===== src/rtl/ponto_flt_pkg.sv =====
// Shared definitions for the single-precision floating-point back-end:
// FSM states, binary32 field widths, mantissa bit positions and special encodings.
package ponto_flt_pkg;

    typedef enum logic [1:0] {
        IDLE,
        NORM,
        ROUND,
        DONE
    } estado_t;

    localparam int unsigned EXP_BITS  = 8;
    localparam int unsigned FRAC_BITS = 23;
    localparam int          BIAS      = 127;
    localparam int          EXP_MAX   = 255;

    // Positions inside the wide mantissa: carry, hidden, fraction LSB, then G/R/S.
    localparam int unsigned BIT_CARRY  = 27;
    localparam int unsigned BIT_HIDDEN = 26;
    localparam int unsigned BIT_LSB    = 3;
    localparam int unsigned BIT_G      = 2;
    localparam int unsigned BIT_R      = 1;
    localparam int unsigned BIT_S      = 0;

    localparam logic [31:0] POS_INF = 32'h7F80_0000;
    localparam logic [31:0] NEG_INF = 32'hFF80_0000;
    localparam logic [31:0] ZERO    = 32'h0000_0000;

endpackage


===== src/rtl/normaliza_ponto_flt_arredonda_rne.sv =====
// Combinational round-to-nearest-even of a normalized/denormalized mantissa;
// shared with the multiplier back-end.
module arredonda_rne
    import ponto_flt_pkg::*;
#(
    parameter int unsigned EXP_W  = 10,
    parameter int unsigned MANT_W = 28
) (
    input  logic [MANT_W-1:0]       mant,
    input  logic signed [EXP_W-1:0] expo,
    output logic [FRAC_BITS-1:0]    frac,
    output logic signed [EXP_W-1:0] exp_adj,
    output logic                    hidden,
    output logic                    carry,
    output logic                    inexact
);

    localparam logic signed [EXP_W-1:0] E_UM = EXP_W'(1);

    logic             g, r, st, lsb, incr;
    logic [MANT_W-4:0] soma;

    always_comb begin
        g       = mant[BIT_G];
        r       = mant[BIT_R];
        st      = mant[BIT_S];
        lsb     = mant[BIT_LSB];
        incr    = g & (r | st | lsb);
        inexact = g | r | st;
        // soma[i] holds mantissa bit i+3: soma[24] is carry, soma[23] is hidden
        soma    = mant[MANT_W-1:BIT_LSB] + {{(MANT_W-4){1'b0}}, incr};
        carry   = soma[MANT_W-4];
        if (carry) begin
            frac    = soma[FRAC_BITS:1];
            hidden  = 1'b1;
            exp_adj = expo + E_UM;
        end else begin
            frac    = soma[FRAC_BITS-1:0];
            hidden  = soma[FRAC_BITS];
            exp_adj = expo;
        end
    end

endmodule


===== src/rtl/normaliza_ponto_flt.sv =====
// Floating-point back-end: iterative normalization, RNE rounding and binary32
// packing behind valid/ready handshakes, one operation in flight.
module normaliza_ponto_flt
    import ponto_flt_pkg::*;
#(
    parameter int unsigned EXP_W  = 10,
    parameter int unsigned MANT_W = 28
) (
    input  logic                    clk,
    input  logic                    rst_n,
    input  logic                    in_valid,
    output logic                    in_ready,
    input  logic                    sinal_in,
    input  logic signed [EXP_W-1:0] exp_in,
    input  logic [MANT_W-1:0]       mant_in,
    output logic                    out_valid,
    input  logic                    out_ready,
    output logic [31:0]             s,
    output logic                    overflow,
    output logic                    underflow,
    output logic                    inexact
);

    localparam logic signed [EXP_W-1:0] E_UM  = EXP_W'(1);
    localparam logic signed [EXP_W-1:0] E_MAX = EXP_W'(EXP_MAX);

    estado_t estado, prox_estado;

    logic                    sinal_r;
    logic signed [EXP_W-1:0] e_r, e_prox;
    logic [MANT_W-1:0]       m_r, m_prox;
    logic                    norm_fim;

    logic [FRAC_BITS-1:0]    rne_frac;
    logic signed [EXP_W-1:0] rne_exp;
    logic                    rne_hidden, rne_carry, rne_inexact;

    logic [EXP_BITS-1:0]     campo_exp;
    logic [31:0]             s_prox;
    logic                    ovf_prox, unf_prox, inx_prox;

    arredonda_rne #(
        .EXP_W  (EXP_W),
        .MANT_W (MANT_W)
    ) u_rne (
        .mant    (m_r),
        .expo    (e_r),
        .frac    (rne_frac),
        .exp_adj (rne_exp),
        .hidden  (rne_hidden),
        .carry   (rne_carry),
        .inexact (rne_inexact)
    );

    // One normalization step per cycle; right shifts fold the lost bit into sticky.
    always_comb begin
        m_prox   = m_r;
        e_prox   = e_r;
        norm_fim = 1'b0;
        if (m_r == '0) begin
            norm_fim = 1'b1;
        end else if (m_r[BIT_CARRY] || (e_r < E_UM)) begin
            m_prox = {1'b0, m_r[MANT_W-1:2], m_r[1] | m_r[0]};
            e_prox = e_r + E_UM;
        end else if (!m_r[BIT_HIDDEN] && (e_r > E_UM)) begin
            m_prox = {m_r[MANT_W-2:0], 1'b0};
            e_prox = e_r - E_UM;
        end else begin
            norm_fim = 1'b1;
        end
    end

    always_comb begin
        campo_exp = (rne_hidden | rne_carry) ? rne_exp[EXP_BITS-1:0] : '0;
        s_prox    = {sinal_r, campo_exp, rne_frac};
        ovf_prox  = 1'b0;
        inx_prox  = rne_inexact;
        unf_prox  = rne_inexact & (campo_exp == '0);
        if (m_r == '0) begin
            s_prox   = sinal_r ? {1'b1, ZERO[30:0]} : ZERO;
            inx_prox = 1'b0;
            unf_prox = 1'b0;
        end else if (rne_exp >= E_MAX) begin
            s_prox   = sinal_r ? NEG_INF : POS_INF;
            ovf_prox = 1'b1;
            inx_prox = 1'b1;
            unf_prox = 1'b0;
        end
    end

    always_ff @(posedge clk or negedge rst_n) begin
        if (!rst_n) begin
            estado <= IDLE;
        end else begin
            estado <= prox_estado;
        end
    end

    always_comb begin
        prox_estado = estado;
        case (estado)
            IDLE:    if (in_valid) prox_estado = NORM;
            NORM:    if (norm_fim) prox_estado = ROUND;
            ROUND:   prox_estado = DONE;
            DONE:    if (out_ready) prox_estado = IDLE;
            default: prox_estado = IDLE;
        endcase
    end

    always_comb begin
        in_ready  = (estado == IDLE);
        out_valid = (estado == DONE);
    end

    always_ff @(posedge clk or negedge rst_n) begin
        if (!rst_n) begin
            sinal_r   <= 1'b0;
            e_r       <= '0;
            m_r       <= '0;
            s         <= '0;
            overflow  <= 1'b0;
            underflow <= 1'b0;
            inexact   <= 1'b0;
        end else begin
            case (estado)
                IDLE: begin
                    if (in_valid) begin
                        sinal_r <= sinal_in;
                        e_r     <= exp_in;
                        m_r     <= mant_in;
                    end
                end
                NORM: begin
                    m_r <= m_prox;
                    e_r <= e_prox;
                end
                ROUND: begin
                    s         <= s_prox;
                    overflow  <= ovf_prox;
                    underflow <= unf_prox;
                    inexact   <= inx_prox;
                end
                default: ;
            endcase
        end
    end

endmodule


===== config.mk =====
export PLATFORM = sky130hd
export DESIGN_NAME = normaliza_ponto_flt
export DESIGN_NICKNAME = d
export VERILOG_FILES = /design/src/rtl/ponto_flt_pkg.sv /design/src/rtl/normaliza_ponto_flt_arredonda_rne.sv /design/src/rtl/normaliza_ponto_flt.sv
export SDC_FILE = /design/constraint.sdc
export NUM_CORES = 1
export LEC_CHECK = 0
export ABC_AREA = 1
export BUFFER_PORTS_ARGS = -buffer_cell sky130_fd_sc_hd__buf_2
export CAP_MARGIN = 20
export CELL_PAD_IN_SITES_DETAIL_PLACEMENT = 1
export CELL_PAD_IN_SITES_GLOBAL_PLACEMENT = 2
export CORE_UTILIZATION = 33
export DETAILED_ROUTE_END_ITERATION = 16
export PLACE_DENSITY_LB_ADDON = 0.1
export SLEW_MARGIN = 5
export SYNTH_ARGS = -nofsm -noshare
export SYNTH_HDL_FRONTEND = slang
export SYNTH_HIERARCHICAL = 1
export SYNTH_SLANG_ARGS = --single-unit
export TNS_END_PERCENT = 20

===== constraint.sdc =====
create_clock -name clk -period 5.4 [get_ports clk]
set_input_delay 1.08 -clock clk [delete_from_list [all_inputs] [get_ports clk]]
set_output_delay 1.08 -clock clk [all_outputs]
set_load 0.005 [all_outputs]

; Yosys cells after proc, flatten, opt, wreduce, memory -nomap -nowiden
; Index checks and enable logic that the tools add are counted.
[word_totals]
regBits = 76
latchBits = 0
ramBits = 0
rom_bits = 0
out_inout_bits = 37
wordCells = 70
input_bits = 43
memories = 0
[op_classes]
multipliers = 0
magnitude_cmp = 3
n_div = 0
shifts = 0
mux = 31
reduce_logical = 10
bitwise_logic = 7
n_eq_ne = 8
add_sub_neg = 3
[op_table]
columns = cell, n
row1 = $mux W32, 4
row2 = $mux W28, 4
row3 = $pmux W28 S2, 1
row4 = $mux W10, 5
row5 = $logic_not A28 Y1, 1
row6 = $add A25 B1 Y25, 1
row7 = $mux W23, 1
row8 = $pmux W10 S2, 1
row9 = $add A10 B2 Y10 const B, 1
row10 = $ge A10 B9 Y1 const B, 1
row11 = $gt A10 B2 Y1 const B, 1
row12 = $lt A10 B2 Y1 const B, 1
row13 = $mux W1, 10
row14 = $sub A10 B2 Y10 const B, 1
row15 = $logic_not A8 Y1, 1
row16 = $mux W8, 1
row17 = $pmux W2 S4, 1
row18 = $mux W2, 3
row19 = $ne A2 B2 Y1 const B, 3
row20 = $or A1 B1 Y1, 5
row21 = $eq A2 B2 Y1 const B, 2
row22 = $reduce_and A4 Y1, 1
row23 = $ne A3 B3 Y1 const B, 1
row24 = $reduce_and A3 Y1, 1
row25 = 9 further kinds, 10

; Longest topological paths before layout
; Gate-level depths: netlist (run 1).
[logic_depth]
depth_word = 11
depth_mapped = 21
depth_no_buf = 19

; Cells and area by module
; The synthesis (run 1) kept the hierarchy.
[by_module_without_submodules]
columns = module, n_inst, cells_each, seq_area_each_um2, area_per_inst_um2
row1 = normaliza_ponto_flt, 1, 687, 1901.8, 4531.8
row2 = arredonda_rne, 1, 277, 0.0, 1375.1

; Least setup slack after synthesis (run 1)
; Ideal clock, no wire load.
[synth_path]
path_kind = flip-flop to flip-flop
from = reg m_r[3]
to = reg s[0]
setup_ps = 66
stages_incl_launch_ff = 22
required_ps = 5334
n_path_buf = 2
path_slack_ps = 2741
t_arrival_ps = 2593
synth_period_minus_slack_ps = 2659
cell_sequence = dfrtp_1 -> nand2_1 -> inv_1 -> ha_1 -> nand2_2 -> nor2_4 -> nand2_4 -> nor2_8 -> nand2_2 -> nand2_2 -> nand2_4 -> buf_8 -> nand2_2 -> nand2_1 -> nand4_1 -> o21bai_1 -> nand2_1 -> clkinv_1 -> nor2_1 -> buf_2 -> nand2_1 -> nand2_1
[synth_via]
elab_chain_cells = 7
word_cells_on_any_way = 9
classes_between = 1 x add/sub / 1 x order compare / 4 x mux / 2 x bitwise / 1 x reduce/logical
[synth_lines]
columns = element, line
row1 = "start, declared", normaliza_ponto_flt.sv:31  ; logic [MANT_W-1:0] m_r, m_prox;
row2 = "start signal, assigned", normaliza_ponto_flt.sv:130  ; m_r <= mant_in;
row3 = "start signal, assigned", normaliza_ponto_flt.sv:134  ; m_r <= m_prox;
row4 = $or A1 B1 Y1, normaliza_ponto_flt_arredonda_rne.sv:28  ; incr = g & (r | st | lsb);
row5 = $and A1 B1 Y1, normaliza_ponto_flt_arredonda_rne.sv:28
row6 = $add A25 B1 Y25 *, normaliza_ponto_flt_arredonda_rne.sv:31  ; soma = mant[MANT_W-1:BIT_LSB] + {{(MANT_W-4){1'b0}}, incr};
row7 = $mux W10 *, normaliza_ponto_flt_arredonda_rne.sv:33  ; if (carry) begin
row8 = via rne_exp[3], normaliza_ponto_flt.sv:35  ; logic signed [EXP_W-1:0] rne_exp;
row9 = $ge A10 B9 Y1 *, normaliza_ponto_flt.sv:83  ; end else if (rne_exp >= E_MAX) begin
row10 = $mux W32 *, normaliza_ponto_flt.sv:83
row11 = $mux W32 *, normaliza_ponto_flt.sv:79  ; if (m_r == '0) begin
row12 = "end signal, assigned", normaliza_ponto_flt.sv:138  ; s <= s_prox;
row13 = "end, declared", normaliza_ponto_flt.sv:18  ; output logic [31:0] s,
; The timed path passes the listed nets; every way through them passes the cells marked *.
; A chain may end at the register's enable or synchronous reset.

; Worst setup path in the final report (run 1)
[layout_path]
from = reg e_r[0]
to = reg e_r[7]
[layout_via]
elab_chain_cells = 5
word_cells_on_any_way = 12
classes_between = 2 x add/sub / 2 x order compare / 1 x eq/ne / 4 x mux / 3 x reduce/logical
[layout_lines]
columns = element, line
row1 = "start, declared", normaliza_ponto_flt.sv:30  ; logic signed [EXP_W-1:0] e_r, e_prox;
row2 = "start signal, assigned", normaliza_ponto_flt.sv:129  ; e_r <= exp_in;
row3 = "start signal, assigned", normaliza_ponto_flt.sv:135  ; e_r <= e_prox;
row4 = $sub A10 B2 Y10 / $lt A10 B2 Y1 (equally long branches), "normaliza_ponto_flt.sv:67, normaliza_ponto_flt.sv:62"
row5 = $mux W10 / $logic_or A1 B1 Y1 (equally long branches), "normaliza_ponto_flt.sv:65, normaliza_ponto_flt.sv:62"
row6 = $mux W10, normaliza_ponto_flt.sv:62  ; end else if (m_r[BIT_CARRY] || (e_r < E_UM)) begin
row7 = $mux W10, normaliza_ponto_flt.sv:60  ; if (m_r == '0) begin
row8 = $pmux W10 S2, normaliza_ponto_flt.sv:125  ; case (estado)
; Several ways; a longest one is shown, not always the timed one. The select of a mux whose other input is x is not followed.

==> results of run 1 <==
-- flip-flops by register name, indices dropped and copies added (netlist names) --
register / flops
s: 32
m_r: 28
e_r: 10
estado: 2
inexact: 1
overflow: 1
sinal_r: 1
underflow: 1
-- cells in the mapped netlist (all sizes together) (9+ instances only) --
library cell,instances
o21ai,25
clkbuf,10
xor2,18
xnor2,10
ha,9
buf,29
nand3,61
nor2,70
nand2,547
a21oi,10
inv,70
dfrtp,76
-- worst min path at each step --
stage | end | slack, ns
6_report | s[16]$_DFFE_PN0P_ | 0.47
5_1_grt | s[13]$_DFFE_PN0P_ | 0.50
4_1_cts | s[16]$_DFFE_PN0P_ | 0.48
3_5_place_dp | s[16]$_DFFE_PN0P_ | 0.46
3_3_place_gp | s[17]$_DFFE_PN0P_ | 0.46
2_1_floorplan | s[31]$_DFFE_PN0P_ | 0.45
-- report_power, final --
group	internal (W)	switching, W	total, W
logic	0.000811	0.00165	0.00246
clock network	0.000405	0.000254	0.000659
registers	0.000830	0.000390	0.00122
-- per-stage QoR --
stage,utilization,setup slack (ns),total power [W],cells
after global placement,0.3651,2.239,0.003678,1233
after global routing,0.3845,1.808,0.004825,1250
after CTS,0.3833,2.109,0.004402,1249
after floorplan,-,2.741,0.003064,964
final,0.3845,2.123,0.004337,1250
after detailed placement,0.3651,2.142,0.003716,1233
-- worst max-delay path, cell delays in order (launching register included) --
cell,delay (ns)
sky130_fd_sc_hd__dfrtp_1,0.50
sky130_fd_sc_hd__inv_1,0.19
sky130_fd_sc_hd__ha_1,0.25
sky130_fd_sc_hd__inv_1,0.07
sky130_fd_sc_hd__nor2_2,0.17
sky130_fd_sc_hd__nand2_1,0.09
sky130_fd_sc_hd__nand2_2,0.08
sky130_fd_sc_hd__nand2_2,0.39
sky130_fd_sc_hd__nand3_2,0.23
sky130_fd_sc_hd__nand3_4,0.43
sky130_fd_sc_hd__inv_4,0.55
sky130_fd_sc_hd__nand2_1,0.12
sky130_fd_sc_hd__nand2_1,0.08
-- layout make-up --
class / count / area, µm²
tap: 225 / 281.5
sequential: 76 / 1902
multi-input combinational: 776 / 3471
fill: 2368 / 10720
inverter: 73 / 276.5
clock inverter: 6 / 88.84
timing repair buffer: 84 / 447.9
clock buffer: 10 / 229.0
-- routing by layer --
metal / up-vias / global-route usage
met5: - / 0
met4: 0 / 0.04869
met3: 10 / 0.02132
met2: 79 / 0.3124
met1: 2689 / 0.3071
li1: 3052 / -
-- kinds of logic after synthesis --
group,Yosys count,share of synthesized area
compound gates,40,0.03559
flops,76,0.3220
buf+inv,112,0.09045
simple gates,699,0.4914
xor+xnor,28,0.04152
fa+ha+maj,9,0.01906
==> reports/summary.txt, run 1 <==
Met1 layer wirelength in the final routing: 9773 µm
Number of H-tree levels: 3
Wire length of the first global-routing pass: 29620 µm
Data required time of the worst path: 5.67 ns
Die Y-Extent: 135.8 µm
Synth area leaders: sky130_fd_sc_hd__nand2_1 (33%), sky130_fd_sc_hd__dfrtp_1 (32%), sky130_fd_sc_hd__nand3_1 (4.8%), sky130_fd_sc_hd__inv_1 (4.0%), sky130_fd_sc_hd__nor2_1 (3.9%)
Tcrit/Tclk final: 0.6068
Worst Path Class, Setup: reg2reg
Synth-to-Final Area Change: 13.37%
Number of top-level pins: 80
Most common flop cell mapped by yosys: sky130_fd_sc_hd__dfrtp_1
Routed wire length: 17960 µm
Number of unique standard cell types used by synthesis: 37
Launching instance or port of the critical path: e_r[0]$_DFFE_PN0P_
Critical R2R Capture: e_r[7]$_DFFE_PN0P_
Number of synthesized flops with an enable pin: 0
Launch instance of the worst register-to-register path: e_r[0]$_DFFE_PN0P_
Worst Reg2Reg Path Length in Cells: 12
Standby leakage power: 3.807 nW
Clock sink count: 76
Number of pins exceeding their max-slew limit in the final report: 0
Worst slew margin relative to its limit: 0.3271
Antenna violations before repair: 0
Worst-skew pair later-pin latency: 0.34 ns
1st-pass router iterations: 4
Yosys top cell area share: 0.3343
Clock tree from TritonCTS: done
Die span in x: 135.8 µm
Instance area after placement: 6359 µm²
Number of global-route vias before repair: 5720
Total Nets Final: 1072
Unrepaired setup endpoints after global routing: false
Post-Synthesis Mean Instance Area: 6.128 µm²
Drt wl/cell: 14.37 µm
Number of warning messages in the yosys log: 6
Post-route antenna net violation count: 0
Transition time at the pin with the least slew margin: 1.003 ns
Beginning of the worst hold path: s[16]$_DFFE_PN0P_
Shortest clock period the worst path allows after layout: 3.277 ns
Worst setup endpoint: e_r[7]$_DFFE_PN0P_
Post-synthesis cell area: 5907 µm²
Port buffer count: 79
Top library cells by usage in the layout, fill and taps aside: sky130_fd_sc_hd__nand2_1 (526), sky130_fd_sc_hd__buf_2 (78), sky130_fd_sc_hd__dfrtp_1 (76), sky130_fd_sc_hd__inv_1 (63), sky130_fd_sc_hd__nor2_1 (62)
Setup fix buffers added after clock tree synthesis: 0
Clock tree root driver cell: sky130_fd_sc_hd__clkbuf_16
Net count after synthesis: 1016
Commonest non-fill, non-tap cell in the layout: sky130_fd_sc_hd__nand2_1
Worst IR Drop VDD: 382.8 µV
Data arrival time at the worst-slack endpoint: 3.55 ns
Detail-routed via count per cell: 4.664
Number of buffers created by CTS: 9
Clk buf depth: 2
Synthesized instance count: 964
Setup TNS Final: 0 ns
Final hold violations: 0
Final hold slack: 0.4706 ns
Met3 wire len: 473 µm
Min-Delay Path Class: reg2reg
PwrDens: 647.6 nW/µm²
Post-cts sizing count: 0
Sequential fraction of the synthesis area: 0.3220
Met2 wire len: 7562 µm
Final standard cell area without fillers: 6696 µm²
Category of the worst setup path capture point: register
Worst Hold Path Cells: 2
Outcome: complete, no violations
Library cell occupying the most area in the post-synthesis netlist: sky130_fd_sc_hd__nand2_1
Maximum frequency from static timing analysis: 305.2 MHz
Post-route DRC violation count: 0
Die outline area: 18440 µm²
Routed vias: 5830
Maximum number of pins on one net before global-route repair: 77
Core outline area: 17420 µm²
Clock-pin slew reported for the worst setup and hold paths after clock tree synthesis: 0.06 ns
DRC marker count from the first detailed-route iteration: 226
Number of buffers inserted by hold repair at cts: 0
Worst clock skew on the final layout: 0.01355 ns
Starting Density: 0.3392
Gr usage total: 0.2053
Fraction of layout cells with a size suffix above 1: 0.1376
Synth Register Bits: 76
Nature of the critical path startpoint: register
Critical-path maximum fanout: 42
Worst setup slack for register-to-register paths: 2.12 ns
Async SR Flop Fraction: 1.000
Ant. Diodes: 0
Total congestion overflow after global routing: 0
Routability congestion estimate: 0.8102
Final Setup Violations: 0
Post-DP HPWL: 13130 µm
Placement row count: 48
Uppermost layer routed: met4
Max Cap Violations: 0
Power figures use the tool's default switching activity.
==> run 2: changes to the inputs <==
--- a/config.mk
+++ b/config.mk
@@ -10,7 +10,7 @@
 export CAP_MARGIN = 20
 export CELL_PAD_IN_SITES_DETAIL_PLACEMENT = 1
 export CELL_PAD_IN_SITES_GLOBAL_PLACEMENT = 2
-export CORE_UTILIZATION = 33
+export CORE_UTILIZATION = 31
 export DETAILED_ROUTE_END_ITERATION = 16
 export PLACE_DENSITY_LB_ADDON = 0.1
 export SLEW_MARGIN = 5
==> constraint.sdc (replaced) <==
create_clock -name clk -period 3.3 [get_ports clk]
set_input_delay 0.66 -clock clk [delete_from_list [all_inputs] [get_ports clk]]
set_output_delay 0.66 -clock clk [all_outputs]
set_load 0.005 [all_outputs]
==> run 2 against run 1 <==
Sequential cell count is the same. First-iteration DRC count grew 10%. Cell count grew 1.8%. Hold slack lost 0.14 ns. Clock power grew 38%. Maximum frequency grew 14%. Worst setup slack lost 1.7 ns. Critical path depth grew 7. Critical endpoint is now s[26]$_DFFE_PN0P_. Sequential power grew 54%.
==> reports/summary.txt, run 2 (synthesis gave the netlist of run 1 again) <==
Part of the power in combinational logic: 0.612 (+0.045)
Clock network power share: 0.126 (-0.026)
Worst Path Buf+Inv: 3 (unchanged)
Number of global-route vias before repair: 5804 (+1.5%)
Min-Delay Path Class: in2async
Final non-filler cell total: 1273 (+1.8%)
Synth-to-Final Area Change: 15.10%
Port buffer count: 79 (unchanged)
Clk buf depth: 2 (unchanged)
Starting Density: 0.3158 (-0.02337)
Post-DP HPWL: 13580 µm (+3.4%)
Worst IR Drop VDD: 311.9 µV (-19%)
Detail-routed via count per cell: 4.638 (-0.56%)
Die Y-Extent: 140.0 µm (+3.1%)
Die span in x: 140.0 µm (+3.1%)
Routed vias: 5904 (+1.3%)
Worst clock skew on the final layout: 0.009944 ns (-0.003604 ns)
Nature of the critical path startpoint: register
Number of buffers created by CTS: 9 (unchanged)
Max stage delay cell, worst path: sky130_fd_sc_hd__dfrtp_1
Worst-skew pair later-pin latency: 0.34 ns (about the same)
Ordered list of cells on the worst path: nand2_1, inv_1, ha_1, nand2_2, nor2_4, nand2_4, nor2_8, nand2_2, nand2_2, nand2_8, nand2_2, nand2_1, nand4_1, o21bai_1, nand2_1, clkinvlp_4, buf_4, a21oi_1, o21ai_0
Post-route DRC violation count: 0 (unchanged)
Worst path top cell family by delay: simple AND/OR/NAND/NOR gates
Post-route antenna net violation count: 0 (unchanged)
DRC marker count from the first detailed-route iteration: 249 (+10%)
Transition time at the pin with the least slew margin: 0.5069 ns (-0.4962 ns)
Standby leakage power: 3.865 nW (+1.5%)
Maximum cell stage delay along the critical path: 0.40 ns (-0.15 ns)
Cell-internal power: 0.003342 W (+63%)
Maximum number of pins on one net before global-route repair: 77 (unchanged)
1st-pass router iterations: 5 (+1)
Wire length of the first global-routing pass: 30920 µm (+4.4%)
Category of the worst setup path capture point: register
Net switching power: 0.003852 W (+68%)
Number of pins exceeding their max-slew limit in the final report: 0 (unchanged)
Number of top-level pins: 80 (unchanged)
Antenna violations before repair: 0 (unchanged)
Data arrival time at the worst-slack endpoint: 3.09 ns (-0.46 ns)
Register share of total power: 0.262 (-0.019)
Multi-input logic area: 3488 µm² (+0.50%)
Final hold violations: 0 (unchanged)
Switching power share of the total: 0.5354 (+0.007197)
Total Nets Final: 1087 (+1.4%)
Number of fill cells in the layout: 2539 (+7.2%)
Drt wl/cell: 14.66 µm (+2.0%)
Core outline area: 18710 µm² (+7.4%)
Tcrit/Tclk final: 0.8692 (+0.2624)
Commonest non-fill, non-tap cell in the layout: sky130_fd_sc_hd__nand2_1
Placed Cells incl. Taps: 1257 (+1.9%)
Unrepaired setup endpoints after global routing: false
Critical-path maximum fanout: 34 (-19%)
Outcome: complete, no violations
Gr usage total: 0.2003 (-0.004982)
Fraction of layout cells with a size suffix above 1: 0.1501 (+0.01258)
Number of H-tree levels: 3 (unchanged)
Top library cells by usage in the layout, fill and taps aside: sky130_fd_sc_hd__nand2_1 (526), sky130_fd_sc_hd__buf_2 (78), sky130_fd_sc_hd__dfrtp_1 (76), sky130_fd_sc_hd__inv_1 (63), sky130_fd_sc_hd__nor2_1 (62)
Shortest clock period the worst path allows after layout: 2.868 ns (-0.4082 ns)
Cell with the most instances on the worst path: sky130_fd_sc_hd__nand2_2
Routability congestion estimate: 0.8107 (about the same)
Maximum frequency from static timing analysis: 348.6 MHz (+14%)
Routed wire length: 18660 µm (+3.9%)
Max Cap Violations: 0 (unchanged)
Clock sink count: 76 (unchanged)
Clock-pin slew reported for the worst setup and hold paths after clock tree synthesis: 0.06 ns (about the same)
Total congestion overflow after global routing: 0 (unchanged)
Data required time of the worst path: 3.52 ns (-2.15 ns)
Clock tree from TritonCTS: done
Placement row count: 50 (+4.2%)
PwrDens: 1058 nW/µm² (+63%)
Die outline area: 19610 µm² (+6.4%)
Setup TNS Final: 0 ns (unchanged)
Worst Path Class, Setup: reg2reg
Registers with the most flip-flops: s x32, m_r x28, e_r x10
Final Setup Violations: 0 (unchanged)
Register with the most flip-flops: s
Largest register FFs: 32 (unchanged)
Clock tree root driver cell: sky130_fd_sc_hd__clkbuf_16
Area occupied by registers: 1902 µm² (unchanged)
Worst slew margin relative to its limit: 0.6621 (+0.3349)
Ant. Diodes: 0 (unchanged)
[run 2: area by class of cell]
type | instances | share of cell area
Clock buffer | 10 | 0.03368
Clock inverter | 5 | 0.004417
Inverter | 73 | 0.04122
Multi-Input combinational cell | 776 | 0.5131
Sequential cell | 76 | 0.2797
Tap cell | 234 | 0.04306
Timing Repair Buffer | 99 | 0.08484
[run 2: metal layers]
layer | track usage | vias up | part of all wire
li1 | - | 3079 | -
met1 | 0.3027 | 2730 | 0.55
met2 | 0.2987 | 86 | 0.41
met5 | 0 | - | 0
met4 | 0.05552 | 0 | 0.011
met3 | 0.02120 | 9 | 0.025
[run 2: stage by stage]
stage / cell area, µm² / power (W) / util / setup WS (ns) / hold WS, ns
after detailed placement: 6507 / 0.006325 / 0.3479 / 0.2260 / 0.4547
after global routing: 6799 / 0.008000 / 0.3635 / 0.1001 / 0.3736
after global placement: 6507 / 0.006278 / 0.3479 / 0.3457 / 0.4538
after floorplan: 5907 / 0.005014 / - / 0.6413 / 0.3644
after CTS: 6766 / 0.007270 / 0.3617 / 0.2098 / 0.3569
final: 6799 / 0.007194 / 0.3635 / 0.4316 / 0.3338
[run 2: final timing paths]
kind | to | startpoint | slack [ns] | cells past startpoint
worst max-delay path | s[26]$_DFFE_PN0P_ | m_r[2]$_DFFE_PN0P_ | 0.43 | 19
worst min-delay path | s[26]$_DFFE_PN0P_ | rst_n | 0.33 | 2
worst max register to register | s[26]$_DFFE_PN0P_ | m_r[2]$_DFFE_PN0P_ | 0.43 | 19
worst min register to register | s[31]$_DFFE_PN0P_ | s[31]$_DFFE_PN0P_ | 0.47 | 2
max in group asynchronous | e_r[8]$_DFFE_PN0P_ | rst_n | 2.63 | 2
min in group clk | s[31]$_DFFE_PN0P_ | s[31]$_DFFE_PN0P_ | 0.47 | 2
[run 2: power by group through the flow]
stage                     registers (W)  logic [W]  clock network (W)
after global placement          0.00189    0.00439                  0
after global routing            0.00195    0.00508           0.000967
after detailed placement        0.00190    0.00443                  0
after CTS                       0.00188    0.00445           0.000941
final                           0.00188    0.00440           0.000908
after floorplan                 0.00179    0.00323                  0
[run 2: what timing repair did]
item	4_1_cts	5_1_grt
endpoints found under the setup margin	0	23
hold buffers	0	0
buffers inserted	0	1
resized for setup	0	4
==> run 3: changes to the inputs <==
--- a/config.mk
+++ b/config.mk
@@ -10,12 +10,11 @@
 export CAP_MARGIN = 20
 export CELL_PAD_IN_SITES_DETAIL_PLACEMENT = 1
 export CELL_PAD_IN_SITES_GLOBAL_PLACEMENT = 2
-export CORE_UTILIZATION = 31
+export CORE_UTILIZATION = 32
 export DETAILED_ROUTE_END_ITERATION = 16
 export PLACE_DENSITY_LB_ADDON = 0.1
 export SLEW_MARGIN = 5
 export SYNTH_ARGS = -nofsm -noshare
 export SYNTH_HDL_FRONTEND = slang
-export SYNTH_HIERARCHICAL = 1
 export SYNTH_SLANG_ARGS = --single-unit
 export TNS_END_PERCENT = 20
==> run 3 against run 2 <==
Critical path depth decreased by 4. Core utilization grew 2.6 points. Via count fell by 11%. Global-route usage rose by 0.58 points. Synthesized area decreased by 9.4%. Sequential cell count is the same. Critical path type unchanged.
==> reports/summary.txt, run 3 <==
Outcome: complete, no violations
Worst Path Buf+Inv: 2 (-1)
Net count after synthesis: 841 (-17%)
Synthesized instance count: 790 (-18%)
Nature of the critical path startpoint: register
Async SR Flop Fraction: 1.000 (unchanged)
Number of top-level pins: 80 (unchanged)
Register with the most flip-flops: s
Routed vias: 5265 (-11%)
Number of buffers created by CTS: 9 (unchanged)
Number of H-tree levels: 3 (unchanged)
Clock-pin slew reported for the worst setup and hold paths after clock tree synthesis: 0.06 ns (about the same)
Final hold slack: 0.2776 ns (-0.05625 ns)
Number of fill cells in the layout: 2092 (-18%)
Setup fix buffers added after clock tree synthesis: 0 (unchanged)
Synth area leaders: sky130_fd_sc_hd__dfrtp_1 (36%), sky130_fd_sc_hd__nand2_1 (17%), sky130_fd_sc_hd__o21ai_0 (11%), sky130_fd_sc_hd__nor2_1 (6.3%), sky130_fd_sc_hd__xor2_1 (4.9%)
Fraction of layout cells with a size suffix above 1: 0.1773 (+0.02714)
Ordered list of cells on the worst path: nand2_1, inv_1, ha_1, nand2_2, nor2_4, and2_4, nand2_1, nand2_4, nand2_4, inv_2, nand2_1, o21ai_4, nand2_4, nand2_1, nand2_1
Unrepaired setup endpoints after global routing: false
Post-Place Setup Slack: 0.3686 ns (+0.1426 ns)
Number of unique standard cell types used by synthesis: 42 (+14%)
Worst-skew pair later-pin latency: 0.35 ns (about the same)
Post-synthesis cell area: 5350 µm² (-9.4%)
Number of warning messages in the yosys log: 0 (-6)
Clock tree from TritonCTS: done
Most frequent cells after synthesis: sky130_fd_sc_hd__nand2_1 (243), sky130_fd_sc_hd__o21ai_0 (114), sky130_fd_sc_hd__nor2_1 (90)
Worst setup slack for register-to-register paths: 0.36 ns (-0.07 ns)
Critical R2R Capture: underflow$_DFFE_PN0P_
Clock sink count: 76 (unchanged)
Antenna violations before repair: 0 (unchanged)
Number of pins exceeding their max-slew limit in the final report: 0 (unchanged)
Commonest non-fill, non-tap cell in the layout: sky130_fd_sc_hd__nand2_1
Maximum number of pins on one net before global-route repair: 77 (unchanged)
Wire length of the first global-routing pass: 28430 µm (-8.1%)
Maximum cell stage delay along the critical path: 0.42 ns (+0.02 ns)
Post-Synthesis Mean Instance Area: 6.772 µm² (+11%)
Clk buf depth: 2 (unchanged)
Sequential fraction of the synthesis area: 0.3555 (+0.03351)
Number of global-route vias before repair: 5402 (-6.9%)
Clock tree root driver cell: sky130_fd_sc_hd__clkbuf_16
Detail-routed via count per cell: 4.880 (+5.2%)
Maximum frequency from static timing analysis: 340.3 MHz (-2.4%)
Max Cap Violations: 0 (unchanged)
Post-route DRC violation count: 0 (unchanged)
Worst IR Drop VDD: 344.4 µV (+10%)
Core outline area: 16120 µm² (-14%)
Critical-path maximum fanout: 37 (+8.8%)
Library cell occupying the most area in the post-synthesis netlist: sky130_fd_sc_hd__dfrtp_1
Category of the worst setup path capture point: register
Post-layout utilization of the core: 0.3891 (+0.02565)
Post-route antenna net violation count: 0 (unchanged)
Placement row count: 46 (-8.0%)
Synth-to-Final Area Change: 17.21%
Port buffer count: 79 (unchanged)
Gr usage total: 0.2061 (+0.005761)
Transition time at the pin with the least slew margin: 0.6662 ns (+0.1593 ns)
Number of buffers inserted by hold repair at cts: 0 (unchanged)
Data required time of the worst path: 3.54 ns (+0.02 ns)
Top library cells by usage in the layout, fill and taps aside: sky130_fd_sc_hd__nand2_1 (243), sky130_fd_sc_hd__o21ai_0 (114), sky130_fd_sc_hd__nor2_1 (90), sky130_fd_sc_hd__buf_2 (78), sky130_fd_sc_hd__dfrtp_1 (76)
Worst slew margin relative to its limit: 0.5525 (-0.1096)
1st-pass router iterations: 5 (unchanged)
Total congestion overflow after global routing: 0 (unchanged)
Final Setup Violations: 0 (unchanged)
Post-cts sizing count: 0 (unchanged)
Min-Delay Path Class: in2async
Largest register FFs: 32 (unchanged)
Shortest clock period the worst path allows after layout: 2.939 ns (+0.07052 ns)
Worst Reg2Reg Path Length in Cells: 15 (-4)
Routability congestion estimate: 0.8290 (+2.3%)
Routed wire length: 16980 µm (-9.0%)
Die Y-Extent: 131.3 µm (-6.2%)
Total Nets Final: 909 (-16%)
Max stage delay cell, worst path: sky130_fd_sc_hd__dfrtp_1
PwrDens: 1081 nW/µm² (+2.1%)
Worst clock skew on the final layout: 0.006420 ns (-0.003524 ns)
Final setup margin: 0.3611 ns (-0.07052 ns)
Die outline area: 17240 µm² (-12%)
Worst path top cell family by delay: simple AND/OR/NAND/NOR gates
Launch instance of the worst register-to-register path: m_r[2]$_DFFE_PN0P_
Drt wl/cell: 15.73 µm (+7.3%)
Die span in x: 131.3 µm (-6.2%)
Ant. Diodes: 0 (unchanged)
Number of synthesized flops with an enable pin: 0 (unchanged)
Starting Density: 0.3320 (+0.01620)
Cell with the most instances after synthesis: sky130_fd_sc_hd__nand2_1
Registers with the most flip-flops: s x32, m_r x28, e_r x10
Synth Register Bits: 76 (unchanged)
Final hold violations: 0 (unchanged)
Standby leakage power: 3.107 nW (-20%)
Tcrit/Tclk final: 0.8906 (+0.02137)
Yosys top cell area share: 0.3555 (+0.02122)
Post-DP HPWL: 12740 µm (-6.1%)
DRC marker count from the first detailed-route iteration: 268 (+7.6%)
Worst Path Class, Setup: reg2reg
Most common flop cell mapped by yosys: sky130_fd_sc_hd__dfrtp_1
Data arrival time at the worst-slack endpoint: 3.18 ns (+0.09 ns)
Setup TNS Final: 0 ns (unchanged)
Cell with the most instances on the worst path: sky130_fd_sc_hd__nand2_1
-- run 3: cell count changes in the layout (fill, tap and decap cells not counted), moves of 4 or more --
| cell | change |
|---|---|
| sky130_fd_sc_hd__inv_1 | -4 |
| sky130_fd_sc_hd__nand2_1 | -283 |
| sky130_fd_sc_hd__a21oi_1 | +11 |
| sky130_fd_sc_hd__o21ai_0 | +94 |
| sky130_fd_sc_hd__nand3_1 | -36 |
| sky130_fd_sc_hd__o211ai_1 | +6 |
| sky130_fd_sc_hd__nand2_2 | +5 |
| sky130_fd_sc_hd__xnor2_1 | -8 |
| sky130_fd_sc_hd__nor3_1 | +11 |
| sky130_fd_sc_hd__xor2_1 | +12 |
| sky130_fd_sc_hd__nor2_1 | +28 |
| sky130_fd_sc_hd__o21ai_1 | -4 |
-- run 3: area by class of cell --
| cell class | count | area (µm²) | area share |
|---|---|---|---|
| Multi-Input combinational cell | 610 | 2999 | 0.4783 |
| Sequential cell | 76 | 1902 | 0.3033 |
| Timing Repair Buffer | 96 | 538.0 | 0.08579 |
| Tap cell | 216 | 270.3 | 0.04310 |
| Inverter | 65 | 245.2 | 0.03911 |
| Clock buffer | 9 | 225.2 | 0.03591 |
| Clock inverter | 7 | 91.34 | 0.01457 |
-- run 3: cell families (layout without fill, tap and decap cells) --
| logic type | count (synthesis) | after routing | share of synthesized area |
|---|---|---|---|
| simple gates | 416 | 416 | 0.3344 |
| xor+xnor | 32 | 32 | 0.05239 |
| buf+inv | 104 | 177 | 0.08396 |
| flops | 76 | 76 | 0.3555 |
| compound gates | 154 | 154 | 0.1551 |
| fa+ha+maj | 8 | 8 | 0.01871 |
-- run 3: power by group --
part / internal (W) / switching, W
clock: 0.000659 / 0.000416
sequential: 0.00140 / 0.000450
combinational: 0.00130 / 0.00255
total: 0.00336 / 0.00342
-- run 3: worst max path at each step --
stage / to / cells past startpoint / startpoint
floorplan: s[4]$_DFFE_PN0P_ / 20 / m_r[2]$_DFFE_PN0P_
global placement: underflow$_DFFE_PN0P_ / 15 / m_r[2]$_DFFE_PN0P_
detailed placement: underflow$_DFFE_PN0P_ / 15 / m_r[2]$_DFFE_PN0P_
CTS: underflow$_DFFE_PN0P_ / 15 / m_r[2]$_DFFE_PN0P_
global route: s[0]$_DFFE_PN0P_ / 15 / m_r[2]$_DFFE_PN0P_
finish: underflow$_DFFE_PN0P_ / 15 / m_r[2]$_DFFE_PN0P_
-- run 3: per-layer routing --
| layer | GRT usage | part of all wire | vias up |
|---|---|---|---|
| met3 | 0.02739 | 0.037 | 11 |
| met1 | 0.3046 | 0.54 | 2496 |
| met5 | 0 | 0 | - |
| li1 | - | - | 2668 |
| met4 | 0.05879 | 0.0097 | 0 |
| met2 | 0.3109 | 0.42 | 90 |
-- run 3: per-stage QoR --
step,total power (W),cell area [µm²],std cells
after detailed placement,0.005741,5934,1062
final,0.006778,6271,1079
after global placement,0.005625,5934,1062
after floorplan,0.004514,5350,790
after global routing,0.007483,6271,1079
after CTS,0.006848,6251,1078
-- run 3: worst register-to-register path: cells and delay by family (launching register included) --
kind                       cells  cell delay (ns)
and+or+nand+nor               11             1.62
buffers and inverters          2             0.49
adders and majority gates      1             0.20
DFF                            1             0.42
AOI/OAI and AO/OA              1             0.11
